## config.mk

```make
export PLATFORM = sky130hd
export DESIGN_NAME = mem_access_flat
export DESIGN_NICKNAME = d
export VERILOG_FILES = /design/src/rtl/mips_pkg.sv /design/src/rtl/mem_access_if.sv /design/src/rtl/mem_align.sv /design/src/rtl/mem_access.sv /design/src/flat_wrapper.sv
export SDC_FILE = /design/constraint.sdc
export NUM_CORES = 1
export LEC_CHECK = 0
export ABC_AREA = 0
export CAP_MARGIN = 20
export CELL_PAD_IN_SITES_DETAIL_PLACEMENT = 0
export CELL_PAD_IN_SITES_GLOBAL_PLACEMENT = 1
export CORE_ASPECT_RATIO = 1.5
export CORE_MARGIN = 8
export CORE_UTILIZATION = 27
export CTS_CLUSTER_SIZE = 20
export DETAILED_ROUTE_END_ITERATION = 10
export PLACE_DENSITY_LB_ADDON = 0.05
export SLEW_MARGIN = 40
export SYNTH_ARGS = -nofsm -noshare
export SYNTH_HDL_FRONTEND = slang
export SYNTH_SLANG_ARGS = --single-unit
```

## constraint.sdc

```tcl
create_clock -name clk -period 1.5 [get_ports clk]
set_input_delay 0.3 -clock clk [delete_from_list [all_inputs] [get_ports clk]]
set_output_delay 0.3 -clock clk [all_outputs]
set_load 0.02 [all_outputs]
```

## src/rtl/mips_pkg.sv

```systemverilog
// Shared encodings for the MIPS memory-access stage: access sizes,
// FSM states, writeback masks and the alignment rule.
package mips_pkg;

  localparam logic [1:0] SZ_BYTE = 2'b00;
  localparam logic [1:0] SZ_HALF = 2'b01;
  localparam logic [1:0] SZ_WORD = 2'b10;

  typedef enum logic {
    S_IDLE = 1'b0,
    S_BUSY = 1'b1
  } state_t;

  // Upper-24-bit masks that writeback ANDs onto load data.
  localparam logic [23:0] MASK_ALL  = 24'hFFFFFF;
  localparam logic [23:0] MASK_BYTE = 24'h000000;
  localparam logic [23:0] MASK_HALF = 24'h0000FF;

  // Halves need addr[0]=0; words (and the 11 encoding) need addr[1:0]=0.
  function automatic logic is_misaligned(input logic [1:0] size, input logic [1:0] lo);
    case (size)
      SZ_BYTE: is_misaligned = 1'b0;
      SZ_HALF: is_misaligned = lo[0];
      default: is_misaligned = |lo;
    endcase
  endfunction

endpackage

```

## src/rtl/mem_access_if.sv

```systemverilog
// Data-memory request/response port. The pipeline stage is the master.
interface mem_access_if;
  logic        req;
  logic        we;
  logic [31:0] addr;
  logic [3:0]  be;
  logic [31:0] wdata;
  logic        ack;
  logic [31:0] rdata;

  modport master (output req, we, addr, be, wdata, input ack, rdata);
  modport slave  (input req, we, addr, be, wdata, output ack, rdata);
endinterface

```

## src/rtl/mem_align.sv

```systemverilog
// Combinational lane logic: store byte-enables and replication plus the
// misalign check on the incoming op, and load lane extract / extension /
// mask generation on the latched op. Big-endian: lane 0 is [31:24].
module mem_align
  import mips_pkg::*;
(
  input  logic [1:0]  st_lo,
  input  logic [1:0]  st_size,
  input  logic [31:0] st_data,
  output logic        misaligned,
  output logic [3:0]  st_be,
  output logic [31:0] st_wdata,
  input  logic [1:0]  ld_lo,
  input  logic [1:0]  ld_size,
  input  logic        ld_unsigned,
  input  logic [31:0] rdata,
  output logic [31:0] ld_data,
  output logic [23:0] ld_mask
);

  logic [7:0]  byte_v;
  logic [15:0] half_v;

  // Store side: enables follow the addressed lanes, data is replicated
  // across all lanes so memory can pick whichever lane is enabled.
  always_comb begin
    misaligned = is_misaligned(st_size, st_lo);
    st_be      = 4'b1111;
    st_wdata   = st_data;
    case (st_size)
      SZ_BYTE: begin
        st_be    = 4'b1000 >> st_lo;
        st_wdata = {4{st_data[7:0]}};
      end
      SZ_HALF: begin
        st_be    = st_lo[1] ? 4'b0011 : 4'b1100;
        st_wdata = {2{st_data[15:0]}};
      end
      default: begin
        st_be    = 4'b1111;
        st_wdata = st_data;
      end
    endcase
  end

  // Load side: pick the lane, right-justify it, extend and pick the mask.
  always_comb begin
    case (ld_lo)
      2'd0:    byte_v = rdata[31:24];
      2'd1:    byte_v = rdata[23:16];
      2'd2:    byte_v = rdata[15:8];
      default: byte_v = rdata[7:0];
    endcase
    half_v  = ld_lo[1] ? rdata[15:0] : rdata[31:16];
    ld_data = rdata;
    ld_mask = MASK_ALL;
    case (ld_size)
      SZ_BYTE: begin
        ld_data = ld_unsigned ? {24'd0, byte_v} : {{24{byte_v[7]}}, byte_v};
        ld_mask = ld_unsigned ? MASK_BYTE : MASK_ALL;
      end
      SZ_HALF: begin
        ld_data = ld_unsigned ? {16'd0, half_v} : {{16{half_v[15]}}, half_v};
        ld_mask = ld_unsigned ? MASK_HALF : MASK_ALL;
      end
      default: begin
        ld_data = rdata;
        ld_mask = MASK_ALL;
      end
    endcase
  end

endmodule

```

## src/rtl/mem_access.sv

```systemverilog
// MIPS data-memory access stage: issues one req/ack memory transaction per
// load/store, stalls EX while it is outstanding, and drives MEM/WB.
module mem_access
  import mips_pkg::*;
(
  input  logic               clk,
  input  logic               reset,
  input  logic               ex_nop,
  input  logic [31:0]        alu_result,
  input  logic [31:0]        store_data,
  input  logic [1:0]         wb_in,
  input  logic               memread,
  input  logic               memwrite,
  input  logic [1:0]         size,
  input  logic               ld_unsigned,
  mem_access_if.master       dmem,
  output logic               mem_stall,
  output logic               mem_fault,
  output logic [31:0]        datafrommem,
  output logic [31:0]        datafromimm,
  output logic [1:0]         wb,
  output logic               nop_mem,
  output logic [23:0]        datamask
);

  state_t      state;
  logic        req_q, we_q;
  logic [3:0]  be_q;
  logic [31:0] addr_q, wdata_q, imm_q;
  logic [1:0]  wb_q, lo_q, size_q;
  logic        uns_q, rd_q;

  logic        memop, misaligned, accept;
  logic [3:0]  st_be;
  logic [31:0] st_wdata, ld_data;
  logic [23:0] ld_mask;

  mem_align u_align (
    .st_lo       (alu_result[1:0]),
    .st_size     (size),
    .st_data     (store_data),
    .misaligned  (misaligned),
    .st_be       (st_be),
    .st_wdata    (st_wdata),
    .ld_lo       (lo_q),
    .ld_size     (size_q),
    .ld_unsigned (uns_q),
    .rdata       (dmem.rdata),
    .ld_data     (ld_data),
    .ld_mask     (ld_mask)
  );

  assign memop  = memread | memwrite;
  assign accept = (state == S_IDLE) && memop && !ex_nop && !misaligned;

  // Hold EX from the accept cycle until the cycle the ack arrives.
  assign mem_stall = accept || ((state == S_BUSY) && !dmem.ack);

  assign dmem.req   = req_q;
  assign dmem.we    = we_q;
  assign dmem.be    = be_q;
  assign dmem.addr  = addr_q;
  assign dmem.wdata = wdata_q;

  // FSM, registered memory port and MEM/WB register.
  always_ff @(posedge clk) begin
    if (reset) begin
      state       <= S_IDLE;
      req_q       <= 1'b0;
      we_q        <= 1'b0;
      be_q        <= 4'd0;
      addr_q      <= 32'd0;
      wdata_q     <= 32'd0;
      imm_q       <= 32'd0;
      wb_q        <= 2'd0;
      lo_q        <= 2'd0;
      size_q      <= SZ_BYTE;
      uns_q       <= 1'b0;
      rd_q        <= 1'b0;
      datafrommem <= 32'd0;
      datafromimm <= 32'd0;
      wb          <= 2'd0;
      nop_mem     <= 1'b1;
      mem_fault   <= 1'b0;
      datamask    <= MASK_ALL;
    end else begin
      case (state)
        S_IDLE: begin
          mem_fault   <= 1'b0;
          datafrommem <= 32'd0;
          datamask    <= MASK_ALL;
          if (memop && !ex_nop) begin
            // Faulting or accepted mem ops both put a bubble into WB now.
            nop_mem     <= 1'b1;
            wb          <= 2'd0;
            datafromimm <= 32'd0;
            if (misaligned) begin
              mem_fault <= 1'b1;
            end else begin
              req_q   <= 1'b1;
              we_q    <= memwrite;
              be_q    <= st_be;
              addr_q  <= {alu_result[31:2], 2'b00};
              wdata_q <= st_wdata;
              imm_q   <= alu_result;
              wb_q    <= wb_in;
              lo_q    <= alu_result[1:0];
              size_q  <= size;
              uns_q   <= ld_unsigned;
              rd_q    <= memread;
              state   <= S_BUSY;
            end
          end else begin
            datafromimm <= alu_result;
            wb          <= wb_in;
            nop_mem     <= ex_nop;
          end
        end
        S_BUSY: begin
          mem_fault <= 1'b0;
          if (dmem.ack) begin
            req_q       <= 1'b0;
            we_q        <= 1'b0;
            be_q        <= 4'd0;
            datafrommem <= rd_q ? ld_data : 32'd0;
            datamask    <= rd_q ? ld_mask : MASK_ALL;
            datafromimm <= imm_q;
            wb          <= wb_q;
            nop_mem     <= 1'b0;
            state       <= S_IDLE;
          end else begin
            datafrommem <= 32'd0;
            datafromimm <= 32'd0;
            datamask    <= MASK_ALL;
            wb          <= 2'd0;
            nop_mem     <= 1'b1;
          end
        end
        default: state <= S_IDLE;
      endcase
    end
  end

endmodule

```

## src/flat_wrapper.sv

```systemverilog
// flat-port wrapper written by rule: the top's interface ports become plain ports
module mem_access_flat import mips_pkg::*;
  (clk, reset, ex_nop, alu_result, store_data, wb_in, memread, memwrite, size, ld_unsigned, mem_stall, mem_fault, datafrommem, datafromimm, wb, nop_mem, datamask, dmem_req, dmem_we, dmem_addr, dmem_be, dmem_wdata, dmem_ack, dmem_rdata);
  mem_access_if dmem_i ();
  input  logic clk;
  input  logic reset;
  input  logic ex_nop;
  input  logic [31:0] alu_result;
  input  logic [31:0] store_data;
  input  logic [1:0] wb_in;
  input  logic memread;
  input  logic memwrite;
  input  logic [1:0] size;
  input  logic ld_unsigned;
  output logic mem_stall;
  output logic mem_fault;
  output logic [31:0] datafrommem;
  output logic [31:0] datafromimm;
  output logic [1:0] wb;
  output logic nop_mem;
  output logic [23:0] datamask;
  output wire logic [$bits(dmem_i.req)-1:0] dmem_req;
  output wire logic [$bits(dmem_i.we)-1:0] dmem_we;
  output wire logic [$bits(dmem_i.addr)-1:0] dmem_addr;
  output wire logic [$bits(dmem_i.be)-1:0] dmem_be;
  output wire logic [$bits(dmem_i.wdata)-1:0] dmem_wdata;
  input wire logic [$bits(dmem_i.ack)-1:0] dmem_ack;
  input wire logic [$bits(dmem_i.rdata)-1:0] dmem_rdata;
  assign dmem_req = dmem_i.req;
  assign dmem_we = dmem_i.we;
  assign dmem_addr = dmem_i.addr;
  assign dmem_be = dmem_i.be;
  assign dmem_wdata = dmem_i.wdata;
  assign dmem_i.ack = dmem_ack;
  assign dmem_i.rdata = dmem_rdata;
  mem_access u_core (.clk(clk), .reset(reset), .ex_nop(ex_nop), .alu_result(alu_result), .store_data(store_data), .wb_in(wb_in), .memread(memread), .memwrite(memwrite), .size(size), .ld_unsigned(ld_unsigned), .dmem(dmem_i), .mem_stall(mem_stall), .mem_fault(mem_fault), .datafrommem(datafrommem), .datafromimm(datafromimm), .wb(wb), .nop_mem(nop_mem), .datamask(datamask));
endmodule
```

=== Word-level counts from Yosys, hierarchy flattened ===
Index checks and enable logic that the tools add are counted.

* Register bits: 201
* Latch bits: 0
* Bits in writable memories: 0
* Memory bits (read-only): 0
* Input bits: 107
* Output and inout port bits: 163
* Word-level logic and storage cells: 88
* Memories kept: 0

* Add/subtract/negate cells: 0
* Multipliers: 0
* Div/mod/pow operators: 0
* $lt $le $gt $ge: 0
* Equal/unequal tests: 7
* Shift operators: 1
* Mux-type cells: 44
* Bitwise gates (word level): 3
* Reduce and logical (&&, ||, !) cells: 15

{| class="wikitable"
|+ Operators with widths
! operator !! count
|-
| case mux 32 bit (2 select lines) || 4
|-
| two-way mux 32 bit || 6
|-
| two-way mux 24 bit || 4
|-
| case mux 24 bit (2 select lines) || 2
|-
| case mux 8 bit (3 select lines) || 1
|-
| two-way mux 16 bit || 1
|-
| two-way mux 4 bit || 4
|-
| case mux 4 bit (2 select lines) || 2
|-
| case mux 1 bit (2 select lines) || 6
|-
| two-way mux 1 bit || 11
|-
| equality test 2 x 1 -> 1 bit, second input constant || 3
|-
| logical NOT 2 bit || 3
|-
| != test 2 bit, second input constant || 3
|-
| AND reduction 3 bit || 2
|-
| logical AND 1 bit || 5
|-
| two-way mux 2 bit || 2
|-
| case mux 2 bit (2 select lines) || 1
|-
| right shift 4 x 2 -> 4 bit, first input constant || 1
|-
| logical NOT 1 bit || 3
|-
| equality test 2 bit, second input constant || 1
|-
| NOT 1 bit || 2
|-
| OR reduction 2 bit || 1
|-
| logical OR 1 bit || 1
|-
| OR 1 bit || 1
|}

=== Logic depth before layout (Yosys ltp) ===
Gate-level depths: netlist (run 1).

* Depth in word-level cells: 7
* Mapped depth: 7
* Gate-level depth less buffers: 4

=== By module ===
A second synthesis (run 1) with hierarchy kept.

* Cell total of the unflattened synthesis: 892
* Area total of the unflattened synthesis: 7950.1 um2

{| class="wikitable"
|+ By module, submodules not included
! module !! instances !! cells each !! area an instance (um2) !! seq. area each (um2)
|-
| mem_access || 1 || 683 || 6515.0 || 3383.2
|-
| mem_align || 1 || 209 || 1435.1 || 0.0
|}

=== Worst setup path before layout (run 1) ===
OpenSTA, ideal clock, no wires.

* Path type: input to register
* From: in memread
* To: reg u_core.state
* Setup time: 0.115 ns
* Arrival time: 1.417 ns
* Data required time: 1.385 ns
* Setup slack: -0.033 ns
* Stages on the path: 5
* Buffers on the path: 1
* Path through: or2_4 -> nand4_1 -> buf_2 -> o21ai_0 -> and2_1

* Word-level cells in the longest chain between the ends: 4

{| class="wikitable"
|+ Ends and longest elaborated chain
! what !! RTL line !! RTL
|-
| from (decl) || flat_wrapper.sv:11 || <nowiki>input logic memread;</nowiki>
|-
| OR 1 bit || mem_access.sv:53 || <nowiki>assign memop = memread | memwrite;</nowiki>
|-
| logical AND 1 bit || mem_access.sv:92 || <nowiki>if (memop && !ex_nop) begin</nowiki>
|-
| two-way mux 1 bit || mem_access.sv:92 ||
|-
| case mux 1 bit (2 select lines) || mem_access.sv:87 || <nowiki>case (state)</nowiki>
|-
| to (signal assigned) || mem_access.sv:68 || <nowiki>state <= S_IDLE;</nowiki>
|-
| to (signal assigned) || mem_access.sv:111 || <nowiki>state <= S_BUSY;</nowiki>
|-
| to (signal assigned) || mem_access.sv:130 || <nowiki>state <= S_IDLE;</nowiki>
|-
| to (decl) || mem_access.sv:26 || <nowiki>state_t state;</nowiki>
|}

Every way passes these cells.
A chain may end at the register's enable or synchronous reset.

=== Worst setup path in the final report (run 1) ===
* From: reg u_core.state
* To: out mem_stall

* Word-level cells in the longest chain between the ends: 5
* Elaborated cells between the ends (all ways): 6
* Those cells by class: bitwise: 1; reduce/logical: 5

{| class="wikitable"
|+ Ends and longest elaborated chain
! what !! RTL line !! RTL
|-
| NOT 1 bit || mem_access.sv:54 || <nowiki>assign accept = (state == S_IDLE) && memop && !ex_nop && !misaligned;</nowiki>
|-
| logical AND 1 bit (3 in a row) || mem_access.sv:54 ||
|-
| logical OR 1 bit * || mem_access.sv:57 || <nowiki>assign mem_stall = accept || ((state == S_BUSY) && !dmem.ack);</nowiki>
|-
| to (decl) || flat_wrapper.sv:15 || <nowiki>output logic mem_stall;</nowiki>
|}

Mark *: on every way between the ends. The rest lies on a longest branch, timed or not.

==> impl_metrics.yaml, run 1 <==
clocking:
  cts_tree: "built"
  clock_sinks: 147
  cts_buffers: 17
  htree_levels: 4
  insertion_delay_ps: 420
  cts_buffer_depth: 2
  cts_root_buf: "clkbuf_16"
  path_clk_slew_ps: 60
layout:
  final-instance-count-excl-fill: 1292
  drive_gt1_share_pct: 23.7
  nNetsFinal: 1105
  area_growth_pct: 66.2
  fin_util_pct: 45.1
  fillerInstances: 2294
  multi_input_area_sq_um: 2750
  ff_latch_area_sq_um: 2960
place:
  routabilityCongestion: 0.887
  dp_hpwl_mm: 17.4
  dp_cells: 1228
  portBuffers: 267
  pre_cts_ws_ps: -475
logic_synthesis:
  synthesis.area_sq_um: 6190
  yosysUniqueCellTypes: 46
  synth-edff-count: 0
  ys_seq_area_share_pct: 47.6
  synth_warnings: 0
  synth_top_area_share_pct: 47.6
  yosysMostFrequentCell: "dfxtp_1"
  synth_top_flop_cell: "dfxtp_1"
  ys_seq_elements: 147
  yosys-top-cells-area: "dfxtp_1 (48%), nand2_1 (8.5%), buf_4 (7.0%), a21oi_1 (5.8%), a22oi_1 (5.1%)"
  syn_area_per_cell_sq_um: 8.67
  synth_common_cells: "dfxtp_1 (147), nand2_1 (140), a21oi_1 (72)"
  yosysTopAreaCell: "dfxtp_1"
  async_flop_share_pct: 0
  synth_cells: 714
timing:
  worst_slack_ps: -110
  drv_slew: 0
  rsz0062_at_grt: "true"
  setup_violations: 20
  fin_crit_ps: 1610
  skew_ps: 8.19
  hold_violations: 0
  period_share_pct: 107
  max_slew.worst_pin.slew_ps: 595
  slew-limit-headroom_pct: 60.2
  fin_setup_tns_ps: -490
  clock.fmax_mhz: 621
route:
  dr.pass1.iters: 5
  routed_wl_mm: 24.3
  vias_per_cell: 4.80
  drc: 0
  wl_per_cell_um: 18.8
  vias: 6198
  final_antenna_net_count: 0
  drt-initial-drc-count: 257
worst_hold_path:
  hold_path_class: "input port to flop"
  min_from: "reset"
power:
  power_density_nw_per_um2: 996
  power.switching_uw: 2730
  seqPwrFrac_pct: 40.5
  ir_worst_vdd_uv: 747
  switching_share_pct: 26.7
  p_leak_uw: 0.00452
  total_power_uw: 10200
  cellInternalPower_uw: 7510
  p_comb_share_pct: 19.2
  clock_power_share_pct: 40.3
critical_path:
  crit_fanout: 2
  startpoint_type: "flop"
  crit_path_end_kind: "output port"
  critPathLaunch: "u_core.state"
  cp.required_ps: 1200
  r2r_start: "u_core.state"
  arrival_ps: 1310
  crit_type: "flop to output port"
global_route:
  track_usage_pct: 16.4
  grt_antenna_before_repair: 1
  grt_max_degree: 87
  grt_pass1_vias: 6315
  overflow: 0
  grt_pass1_wl_mm: 36.2
outcome:
  violations: "setup timing"
  status: "finished, violations left"
floorplanning:
  die_area_sq_um: 28100
  die_h_um: 201
  io_pins: 270
  die_w_um: 140
  initial_utilization_pct: 27.1
  row_count: 68
  core_sq_um: 22800
run:
  cap_violations: 0
-- stage by stage --
step	area, sq um	hold slack (ps)
after CTS	9840	220
after detailed placement	9270	451
after global routing	10300	235
final	10300	233
after global placement	9260	443
after floorplan	6190	436
-- cell usage in the layout (no fill, tap or decap), types with 19 or more instances in the layout --
cell	Yosys	final
nand2_1	140	139
nor2_1	68	67
a22oi_1	42	42
buf_4	58	74
dlygate4sd2_1	0	131
a21oi_1	72	56
buf_12	0	19
a21oi_2	10	23
clkbuf_16	0	21
clkdlybuf4s50_1	0	98
dfxtp_1	147	141
-- final timing paths --
kind / to / slack (ps) / cells past startpoint
worst min register to register: u_core.wb_q[0] / 450 / 2
worst max-delay path: mem_stall / -110 / 4
worst min-delay path: u_core.size_q[0] / 230 / 3
worst max register to register: u_core.dmem.wdata[16] / -60 / 9
-- kinds of logic (layout without fill, tap and decap cells) --
kind of cell	count (synthesis)	in the layout	share of synthesized area (%)
buffers and inverters	114	410	11.4
flip-flops	147	147	47.6
AO/OA/AOI/OAI	195	195	21.7
other	1	3	0.0606
multiplexers	25	25	4.19
AND/OR/NAND/NOR	232	232	15.1
-- area by class of cell --
| class | instances | share of cell area, % |
|---|---|---|
| Antenna cell | 1 | 0.0243 |
| Clock buffer | 22 | 4.81 |
| Clock inverter | 10 | 0.779 |
| Inverter | 3 | 0.109 |
| Multi-Input combinational cell | 454 | 26.8 |
| Sequential cell | 147 | 28.8 |
| Tap cell | 280 | 3.41 |
| Timing Repair Buffer | 375 | 35.4 |
-- flip-flops by register name, summed over array words and instances (netlist names) --
signal	flops
u_core.datafromimm	32
u_core.datafrommem	32
u_core.dmem.wdata	32
u_core.imm_q	30
u_core.dmem.be	4
u_core.datamask	2
u_core.size_q	2
u_core.wb	2
u_core.wb_q	2
u_core.dmem.addr	1
u_core.dmem.req	1
u_core.dmem.we	1
u_core.lo_q	1
u_core.mem_fault	1
u_core.nop_mem	1
u_core.rd_q	1
u_core.state	1
u_core.uns_q	1
-- power groups by stage --
stage	sequential, uW	combinational (uW)	clock, uW
after detailed placement	4240	1840	0
after global routing	4170	2110	4410
after floorplan	4370	737	0
after CTS	4150	1800	4250
final	4150	1970	4130
after global placement	4240	1820	0
-- critical path: stages, from the launching register on --
cell,delay [ps]
dfxtp_4,350
nor2_4,100
nand4_1,170
o21ai_2,130
buf_6,150
-- routing by layer --
| layer | share of wire [%] | wire [um] | GRT usage, % | vias to the layer above |
|---|---|---|---|---|
| li1 | - | - | - | 2982 |
| met1 | 38 | 9300 | 17.3 | 2936 |
| met2 | 52 | 12600 | 29.2 | 256 |
| met3 | 8.5 | 2060 | 6.45 | 24 |
| met4 | 1.5 | 361 | 5.37 | 0 |
| met5 | 0 | 0 | 0 | - |
-- repair_timing --
action	CTS	global route
resized for setup	237	86
pin swaps	4	23
gates cloned	2	4
setup endpoints to repair	182	94
setup buffers	9	17
hold buffers	0	0
Power figures use the tool's default switching activity.
==> inputs of run 2 (changes only) <==
MAX_ROUTING_LAYER = met4   (was not set)
==> impl_metrics.yaml, run 2 (synthesis results as in run 1) <==
outcome:
  status: "finished, violations left"
  violations: "setup timing"
floorplanning:
  die_w_um: 140
  core_sq_um: 22800
  io_pins: 270
  row_count: 68
  die_h_um: 201
  initial_utilization_pct: 27.1
  die_area_sq_um: 28100
run:
  cap_violations: 0
clocking:
  cts_tree: "built"
  cts_buffers: 17
  path_clk_slew_ps: 60
  cts-hold-fix-buffers: 0
  cts_buffer_depth: 2
  clock_sinks: 147
  insertion_delay_ps: 420
  cts_root_buf: "clkbuf_16"
  htree_levels: 4
power:
  seqPwrFrac_pct: 40.5
  power.switching_uw: 2720
  p_leak_uw: 0.00452
  total_power_uw: 10200
  power_density_nw_per_um2: 996
  ir_worst_vdd_uv: 737
  cellInternalPower_uw: 7510
  switching_share_pct: 26.6
  p_comb_share_pct: 19.1
  clock_power_share_pct: 40.3
critical_path:
  crit_type: "flop to output port"
  r2r_start: "u_core.state"
  arrival_ps: 1300
  ff2ff_path_depth: 9
  crit_fanout: 2
  cp.required_ps: 1200
  startpoint_type: "flop"
  crit_path_top_delay_cell: "dfxtp_4"
  r2r_end: "u_core.dmem.wdata[23]"
  r2r_slack_ps: -60
  max_stage_delay_ps: 350
  critical_path.cell_chain: "nor2_4 > nand4_1 > o21ai_2 > buf_6"
  crit_path_end_kind: "output port"
route:
  routed_wl_mm: 24.2
  drc: 0
  vias_per_cell: 4.82
  dr.pass1.iters: 4
  wl_per_cell_um: 18.7
  drt-initial-drc-count: 276
  vias: 6232
  final_antenna_net_count: 0
global_route:
  grt_pass1_wl_mm: 36.2
  grt_pass1_vias: 6313
  grt_max_degree: 87
  track_usage_pct: 16.9
  grt_antenna_before_repair: 1
  overflow: 0
timing:
  drv_slew: 0
  skew_ps: 6.33
  slew-limit-headroom_pct: 59.2
  clock.fmax_mhz: 624
  max_slew.worst_pin.slew_ps: 608
  fin_crit_ps: 1600
  setup_violations: 16
  period_share_pct: 107
  worst_slack_ps: -102
  hold_violations: 0
  rsz0062_at_grt: "true"
  fin_setup_tns_ps: -456
worst_hold_path:
  hold_path_end: "u_core.size_q[0]"
  hold_path_depth: 3
  hold_path_class: "input port to flop"
  min_from: "reset"
layout:
  drive_gt1_share_pct: 23.7
  final_common_cell: "dfxtp_1"
  area_growth_pct: 66.0
  nNetsFinal: 1106
  finalInstanceArea_sq_um: 10300
  layout_common_cells: "dfxtp_1 (141), nand2_1 (139), dlygate4sd2_1 (131)"
  final-instance-count-excl-fill: 1293
place:
  dp_cells: 1228
  dp_hpwl_mm: 17.4
  routabilityCongestion: 0.902
  placed_cell_area_sq_um: 9270
  portBuffers: 267
  pre_cts_ws_ps: -475
==> run 2: changes by cell type in the layout (fill, tap and decap cells not counted) <==
cell,previous run,this run
buf_8,2,1
buf_6,9,11
a311oi_1,4,5
a311oi_2,4,3
buf_4,74,75
buf_12,19,18
==> run 2: worst max-delay path by stage <==
| stage | startpoint | end | slack, ps |
|---|---|---|---|
| after floorplan | u_core.imm_q[1] | u_core.datafrommem[5] | 10 |
| after global placement | size[0] | u_core.dmem.wdata[15] | -430 |
| after detailed placement | memread | u_core.imm_q[9] | -480 |
| after CTS | u_core.state | mem_stall | -190 |
| after global routing | u_core.state | mem_stall | -180 |
| final | u_core.state | mem_stall | -100 |
==> run 2: cell type report <==
type	instances	area (sq um)
Clock buffer	22	494
Multi-Input combinational cell	454	2750
Timing Repair Buffer	376	3630
Sequential cell	147	2960
Fill cell	2298	12500
Antenna cell	1	2.50
Clock inverter	10	80.1
Inverter	3	11.3
Tap cell	280	350
==> run 2: per-stage QoR <==
step | hold WS [ps] | utilization, %
after floorplan | 436 | -
after global placement | 443 | 40.6
after detailed placement | 451 | 40.6
after CTS | 220 | 43.2
after global routing | 235 | 45.1
final | 234 | 45.1
==> run 2: critical path, delay by kind of cell, from the launching register on <==
family                 cells  cell delay (ps)
AND/OR/NAND/NOR            2              270
AO/OA/AOI/OAI              1              130
flip-flops                 1              350
buffers and inverters      1              150
==> run 2: layer usage <==
layer	up-vias	GRT usage, %	wire length [um]	share of wire (%)
li1	2985	-	-	-
met4	0	5.29	320	1.3
met5	-	-	0	0
met1	2980	17.9	9460	39
met2	245	29.1	12600	52
met3	22	5.77	1810	7.5
==> run 2: power groups by stage <==
stage | logic [uW] | clock network [uW] | registers, uW
floorplan | 737 | 0 | 4370
global placement | 1820 | 0 | 4240
detailed placement | 1840 | 0 | 4240
CTS | 1800 | 4250 | 4150
global route | 2100 | 4410 | 4170
finish | 1960 | 4130 | 4150
==> run 2: repair_timing <==
item / in CTS / in global routing
pin swaps: 4 / 25
gates resized for setup: 237 / 85
setup endpoints to repair: 182 / 94
buffers inserted: 9 / 18
cloned: 2 / 4
==> inputs of run 3 (changes only) <==
PLACE_DENSITY_LB_ADDON = 0.1   (was 0.05)
==> impl_metrics.yaml, run 3 (synthesis results as in run 1) <==
timing:
  fin_crit_ps: 1650
  worst_slack_ps: -146
  fin_setup_tns_ps: -146
  drv_slew: 0
  rsz0062_at_grt: "true"
  period_share_pct: 110
  skew_ps: 11.8
  max_slew.worst_pin.slew_ps: 656
  hold_violations: 0
  setup_violations: 1
  slew-limit-headroom_pct: 56.0
  clock.fmax_mhz: 607
floorplanning:
  die_area_sq_um: 28100
  die_w_um: 140
  core_sq_um: 22800
  die_h_um: 201
  row_count: 68
  initial_utilization_pct: 27.1
  io_pins: 270
power:
  ir_worst_vdd_uv: 694
  power_density_nw_per_um2: 1070
  p_leak_uw: 0.00435
clocking:
  cts_buffer_depth: 2
  insertion_delay_ps: 430
  path_clk_slew_ps: 60
  htree_levels: 4
  clock_sinks: 147
  cts_root_buf: "clkbuf_16"
  cts_tree: "built"
  cts-hold-fix-buffers: 0
  cts_buffers: 17
critical_path:
  startpoint_type: "flop"
  crit_type: "flop to output port"
  max_stage_delay_ps: 330
  cp.required_ps: 1200
  cp_num_buf_inv: 1
  crit_path_top_delay_cell: "dfxtp_2"
  path_delay_family: "flip-flops"
  arrival_ps: 1350
  crit_fanout: 4
  crit_path_end_kind: "output port"
  critical_path.cell_chain: "nor2_4 > nand4_1 > o21ai_2 > buf_6"
global_route:
  overflow: 0
  track_usage_pct: 16.5
  grt_pass1_vias: 6272
  grt_max_degree: 56
  grt_antenna_before_repair: 0
  grt_pass1_wl_mm: 35.4
layout:
  antenna_cells: 0
  nNetsFinal: 1070
  area_growth_pct: 59.8
  ff_latch_area_sq_um: 2960
  multi_input_area_sq_um: 2660
  fillerInstances: 2331
  layout_common_cells: "nand2_1 (140), dfxtp_1 (140), dlygate4sd2_1 (133)"
  drive_gt1_share_pct: 19.3
route:
  drc: 0
  wl_per_cell_um: 18.8
  drt-initial-drc-count: 186
  dr.pass1.iters: 5
  final_antenna_net_count: 0
  vias: 5987
  vias_per_cell: 4.77
  routed_wl_mm: 23.6
outcome:
  violations: "setup timing"
  status: "finished, violations left"
place:
  dp_hpwl_mm: 17.2
  pre_cts_ws_ps: -458
  portBuffers: 267
  routabilityCongestion: 0.857
run:
  cap_violations: 0
worst_hold_path:
  hold_path_class: "input port to flop"
-- run 3: changes by cell type in the layout (fill, tap and decap cells not counted), sizes merged --
cell           change
dlygate4sd2        +2
clkinv             -4
clkdlybuf4s15      -1
buf               -40
dlymetal6s2s       +1
diode              -1
clkdlybuf4s50      +2
bufinv             +3
-- run 3: final timing paths --
kind,endpoint,cells after the start,start,slack (ps)
worst max register to register,u_core.datafrommem[30],5,u_core.lo_q[0],70
worst max-delay path,mem_stall,4,u_core.state,-150
worst min-delay path,u_core.size_q[0],3,reset,210
worst min register to register,u_core.dmem.wdata[24],2,u_core.dmem.wdata[24],460
-- run 3: worst min-delay path, delay by kind of cell --
family                 cells  cell delay, ps
buffers and inverters      2             180
AOI/OAI and AO/OA          1             120
-- run 3: metal layers --
metal,global-route usage (%),routed length (um)
met1,16.4,8870
met2,29.4,12700
met3,5.55,1530
met4,6.38,450
met5,-,0
-- run 3: final cells by class --
type / instances / share of cell area (%)
repair buffers: 340 / 33.0
clock buffers: 22 / 5.00
well taps: 280 / 3.54
flip-flops and latches: 147 / 29.9
multi-input cells: 454 / 26.9
clock inverters: 9 / 1.52
inverters: 3 / 0.114
-- run 3: report_power, final --
| group | internal (uW) | leakage [uW] | total (uW) | switching, uW |
|---|---|---|---|---|
| logic | 854 | 0.00283 | 1790 | 940 |
| clock network | 2990 | 0.000314 | 4650 | 1660 |
| registers | 4070 | 0.00120 | 4160 | 88.7 |
| total | 7910 | 0.00435 | 10600 | 2690 |
-- run 3: what timing repair did --
| item | CTS | global route |
|---|---|---|
| buffers inserted | 4 | 3 |
| endpoints found under the setup margin | 193 | 45 |
| cloned | 0 | 5 |
| pin swaps | 2 | 8 |
| resized for setup | 244 | 28 |
-- run 3: through the flow --
step	instance area, sq um	hold slack [ps]	power, uW	utilization, %	std cells
detailed placement	9150	449	6050	40.1	1214
finish	9890	212	10600	43.4	1255
CTS	9690	200	10700	42.5	1249
floorplan	6190	436	5110	-	715
global placement	9140	442	6030	40.1	1214
global route	9890	208	11000	43.4	1255
